### src/rtl/mau_pkg.sv
// Shared types and width defaults for the load/store unit.
package mau_pkg;

   localparam int unsigned ADDR_W_DEF = 8;
   localparam int unsigned DATA_W_DEF = 8;
   localparam int unsigned RD_W_DEF   = 3;

   typedef enum logic [1:0] {
      IDLE   = 2'd0,
      ACCESS = 2'd1,
      RESP   = 2'd2
   } state_t;

   typedef struct packed {
      logic                  wr;
      logic [ADDR_W_DEF-1:0] addr;
      logic [DATA_W_DEF-1:0] wdata;
      logic [RD_W_DEF-1:0]   rd;
   } req_t;

endpackage

### src/rtl/sat_counter.sv
// Up-counter that clears on reset and holds once it reaches all-ones.
module sat_counter #(
   parameter int unsigned W = 16
) (
   input  logic         clk,
   input  logic         rst,
   input  logic         en,
   output logic [W-1:0] count
);

   always_ff @(posedge clk) begin
      if (rst)
         count <= '0;
      else if (en && (count != '1))
         count <= count + 1'b1;
   end

endmodule

### src/rtl/mem_access_unit.sv
// Load/store unit between execute and a 256x8 async-read/sync-write memory.
// Define MAU_FAULT_EN to report addresses above ADDR_MAX as faults.
module mem_access_unit
   import mau_pkg::*;
#(
   parameter int unsigned       ADDR_W   = ADDR_W_DEF,
   parameter int unsigned       DATA_W   = DATA_W_DEF,
   parameter int unsigned       RD_W     = RD_W_DEF,
   parameter int unsigned       CNT_W    = 16,
   parameter logic [ADDR_W-1:0] ADDR_MAX = '1
) (
   input  logic              clk,
   input  logic              rst,
   input  logic              req_valid,
   output logic              req_ready,
   input  logic              req_wr,
   input  logic [ADDR_W-1:0] req_addr,
   input  logic [DATA_W-1:0] req_wdata,
   input  logic [RD_W-1:0]   req_rd,
   output logic              resp_valid,
   input  logic              resp_ready,
   output logic              resp_wr,
   output logic [DATA_W-1:0] resp_rdata,
   output logic [RD_W-1:0]   resp_rd,
   output logic              resp_fault,
   output logic              mem_we,
   output logic [ADDR_W-1:0] mem_addr,
   output logic [DATA_W-1:0] mem_din,
   input  logic [DATA_W-1:0] mem_dout,
   output logic [CNT_W-1:0]  ld_cnt,
   output logic [CNT_W-1:0]  st_cnt
);

   state_t state;
   req_t   req_q;
   logic   accept;
   logic   fault;
   logic   in_access;

`ifdef MAU_FAULT_EN
   assign fault = (req_q.addr > ADDR_MAX);
`else
   logic unused_addr_max;
   assign unused_addr_max = ^ADDR_MAX;
   assign fault = 1'b0;
`endif

   assign req_ready = (state == IDLE) || ((state == RESP) && resp_ready);
   assign accept    = req_valid && req_ready;
   assign in_access = (state == ACCESS);

   // req_q is only reloaded on accept, so the memory port naturally holds
   // its last address/data outside ACCESS.
   assign mem_addr = req_q.addr;
   assign mem_din  = req_q.wdata;
   assign mem_we   = in_access && req_q.wr && !fault && !rst;

   always_ff @(posedge clk) begin
      if (rst) begin
         state      <= IDLE;
         req_q      <= '0;
         resp_valid <= 1'b0;
         resp_wr    <= 1'b0;
         resp_rdata <= '0;
         resp_rd    <= '0;
         resp_fault <= 1'b0;
      end else begin
         case (state)
            IDLE: begin
               if (accept) begin
                  req_q <= '{wr: req_wr, addr: req_addr, wdata: req_wdata, rd: req_rd};
                  state <= ACCESS;
               end
            end
            ACCESS: begin
               resp_valid <= 1'b1;
               resp_wr    <= req_q.wr;
               resp_rd    <= req_q.rd;
               resp_fault <= fault;
               resp_rdata <= (req_q.wr || fault) ? '0 : mem_dout;
               state      <= RESP;
            end
            RESP: begin
               if (resp_ready) begin
                  resp_valid <= 1'b0;
                  if (req_valid) begin
                     req_q <= '{wr: req_wr, addr: req_addr, wdata: req_wdata, rd: req_rd};
                     state <= ACCESS;
                  end else begin
                     state <= IDLE;
                  end
               end
            end
            default: state <= IDLE;
         endcase
      end
   end

   sat_counter #(.W(CNT_W)) u_ld_cnt (
      .clk   (clk),
      .rst   (rst),
      .en    (in_access && !req_q.wr && !fault),
      .count (ld_cnt)
   );

   sat_counter #(.W(CNT_W)) u_st_cnt (
      .clk   (clk),
      .rst   (rst),
      .en    (in_access && req_q.wr && !fault),
      .count (st_cnt)
   );

endmodule

### config.mk
export PLATFORM = sky130hd
export DESIGN_NAME = mem_access_unit
export DESIGN_NICKNAME = d
export VERILOG_FILES = /design/src/rtl/mau_pkg.sv /design/src/rtl/sat_counter.sv /design/src/rtl/mem_access_unit.sv
export SDC_FILE = /design/constraint.sdc
export NUM_CORES = 1
export LEC_CHECK = 0
export ABC_AREA = 1
export ABC_CLOCK_PERIOD_IN_PS = 1400
export BUFFER_PORTS_ARGS = -buffer_cell sky130_fd_sc_hd__buf_2
export CORE_MARGIN = 2
export CORE_UTILIZATION = 39
export DETAILED_ROUTE_END_ITERATION = 6
export PLACE_DENSITY = 0.65
export SKIP_CTS_REPAIR_TIMING = 1
export SYNTH_ARGS = -nofsm -noshare
export SYNTH_HDL_FRONTEND = slang
export SYNTH_SLANG_ARGS = --single-unit
### constraint.sdc
create_clock -name clk -period 1.4 [get_ports clk]
set_input_delay 0.14 -clock clk [delete_from_list [all_inputs] [get_ports clk]]
set_output_delay 0.14 -clock clk [all_outputs]
set_load 0.05 [all_outputs]
==> flow_summary.toml <==
[drt]
wl_per_cell_um = 12.8
vias = 3473
dr.first_iter.drc_count = 149
wl_mm = 9.16
viasPerCell = 4.84
drc_errors = 0
ant_nets = 0
first_pass_iters = 4

[critical_path]
r2r_setup_slack_ns = 0.005
worstSetupEndpointType = "flop"
arrival_ns = 1.63
r2r-start = "u_st_cnt.count[0]"
required_ns = 1.64
critical_path_class = "flop to flop"
start_kind = "flop"
cp_max_fo = 7
startpoint = "u_st_cnt.count[0]"
r2r_end = "u_st_cnt.count[4]"
reg2reg_depth = 7
cp-endpoint = "u_st_cnt.count[4]"

[die]
rows = 33
start_util_pct = 40.0
coreArea_um2 = 8180
die_h_um = 95.6
dieArea_um2 = 9130
ioPinCount = 96
fp.dieW_um = 95.6

[grt]
grt_pass1_vias = 2994
antenna_found_initial = 0
grt_pass1_wl_mm = 13.7
grt_usage_pct = 18.9
grt_remaining_overflow = 0
grt_max_degree = 37

[pwr]
p_clk_share_pct = 42.0
p_per_area_nw_per_um2 = 968
ir_drop_uv = 614
internal_power_mw = 3.27
p_sw_mw = 1.29
swShare_pct = 28.2
comb_power_share_pct = 14.4
power_leakage_nw = 2.12
seqPwrFrac_pct = 43.7

[timing]
finalHoldViolCount = 1
whs_ns = -0.0154
finalSetupViolations = 0
finClkSkew_ns = 0.00771
finalSetupTns_ns = 0
finalCritPeriodShare_pct = 99.7
timing.fmax_mhz = 717
rsz0062_at_grt = "yes"
slew_viol_final = 0
fin_crit_ns = 1.40

[placed_design]
io_buffer_count = 94
hpwl_mm = 6.32
gp_congestion = 0.885

[cts]
root_buffer = "clkbuf_8"
ctsLongestPathBuffers = 2
clock_latency_ns = 0.34
cts_tree = "done"
clock_sinks = 67
numCtsBuffers = 9
clkTransAtPathRegs_ns = 0.08
htree_levels = 3

[synth]
syn_area_um2 = 3270
synth.area.top_cells = "dfxtp_1 (41%), nand2_1 (14%), nor2_1 (10%)"
synthesis.nets = 520
syn_inst = 486
synth_top_area_share_pct = 41.0
synth_area_per_cell_um2 = 6.73
ys_seq_area_share_pct = 41.0
ys_warn_count = 0
synth_ff_type = "dfxtp_1"
synth_common_cells = "nand2_1 (119), nor2_1 (87), dfxtp_1 (67), a21oi_1 (52), nand3_1 (48)"
synth_cell_type_count = 26
synth_enable_flop_cells = 0
ys_ff_latch = 67
yosysMostFrequentCell = "nand2_1"
synth_top_area_cell = "dfxtp_1"
synthArstFlopShare_pct = 0

[layout]
synthToLayoutAreaGrowth_pct = 43.9
diodes = 0
nets = 642
drive_above_1_share_pct = 43.1

[flow_run]
drv_cap = 0

[hold_path]
min_path_type = "input pin to flop"

[status]
violations = "negative hold slack"
status = "finished, violations left"
-- flip-flops by register name, summed over array words and instances, names as in the netlist --
signal          flops
resp_rd             3
state               2
resp_wr             1
mem_din             8
resp_rdata          8
resp_valid          1
req_q               4
u_st_cnt.count     16
u_ld_cnt.count     16
mem_addr            8
-- worst min-delay path by stage --
stage                 end  depth (start not counted)  startpoint  slack [ns]
2_1_floorplan  resp_valid                          1  resp_ready        0.23
3_3_place_gp   resp_valid                          2  resp_ready        0.33
3_5_place_dp   resp_valid                          2  resp_ready        0.33
4_1_cts        resp_valid                          2  resp_ready       -0.03
5_1_grt        resp_valid                          2  resp_ready       0.007
6_report       resp_valid                          2  resp_ready       -0.02
-- cell families (layout without fill, tap and decap cells) --
group	count (synthesis)	after routing	synth area share [%]
AND/OR/NAND/NOR	280	280	36.8
buffers and inverters	70	197	11.1
flip-flops	67	67	41.0
AO/OA/AOI/OAI	66	66	10.2
adder cells (fa/ha/maj)	2	2	0.765
other	1	1	0.115
-- cell type report --
type                            instances  area (um2)
Fill cell                             778        3470
Multi-Input combinational cell        349        1810
Sequential cell                        67        1420
Timing Repair Buffer                  146         967
Clock buffer                           10         149
Inverter                               35         136
Tap cell                              105         131
Clock inverter                          6        85.1
-- power by group through the flow --
stage	clock network (mW)	logic (mW)	registers, mW
finish	1.91	0.654	1.99
global placement	0	0.608	2.03
detailed placement	0	0.617	2.04
floorplan	0	0.362	2.14
global route	2.02	0.703	2.00
CTS	1.93	0.619	1.99
-- placed cells by master (no fill, tap or decap), types with 6 or more instances in the layout --
cell,synthesis,routed
a21oi_1,52,39
a21oi_2,0,13
buf_2,5,92
buf_4,19,42
clkbuf_8,0,9
dfxtp_1,67,34
dfxtp_2,0,17
dfxtp_4,0,16
inv_1,30,29
nand2_1,119,113
nand2_2,5,6
nand3_1,48,40
nand3_2,0,6
nor2_1,87,67
nor2_2,5,20
nor2_4,1,6
o21ai_0,13,10
-- through the flow --
stage / setup WS [ns] / instances / power, mW / utilization, % / area [um2]
4_1_cts: -0.227 / 705 / 4.55 / 53.5 / 4370
3_5_place_dp: -0.000993 / 689 / 2.65 / 50.6 / 4140
6_report: 0.00473 / 718 / 4.55 / 57.6 / 4710
5_1_grt: -0.0713 / 718 / 4.72 / 57.6 / 4710
3_3_place_gp: 0.0509 / 689 / 2.64 / 50.6 / 4140
2_1_floorplan: -0.0772 / 486 / 2.50 / - / 3440
-- per-layer routing --
layer	GRT usage (%)	routed length, um	vias to the layer above
li1	-	-	1781
met1	25.0	4270	1593
met2	30.4	4260	88
met3	3.72	523	11
met4	6.79	107	0
met5	0	0	-
-- critical path: stages, from the launching register on --
cell and delay [ns]:
dfxtp_4 0.37, ha_4 0.15, nand3_4 0.12, nor2_4 0.20, nand2_4 0.12, buf_4 0.16, a21oi_1 0.11, nor2_1 0.06
(Power assumes the default switching activity.)
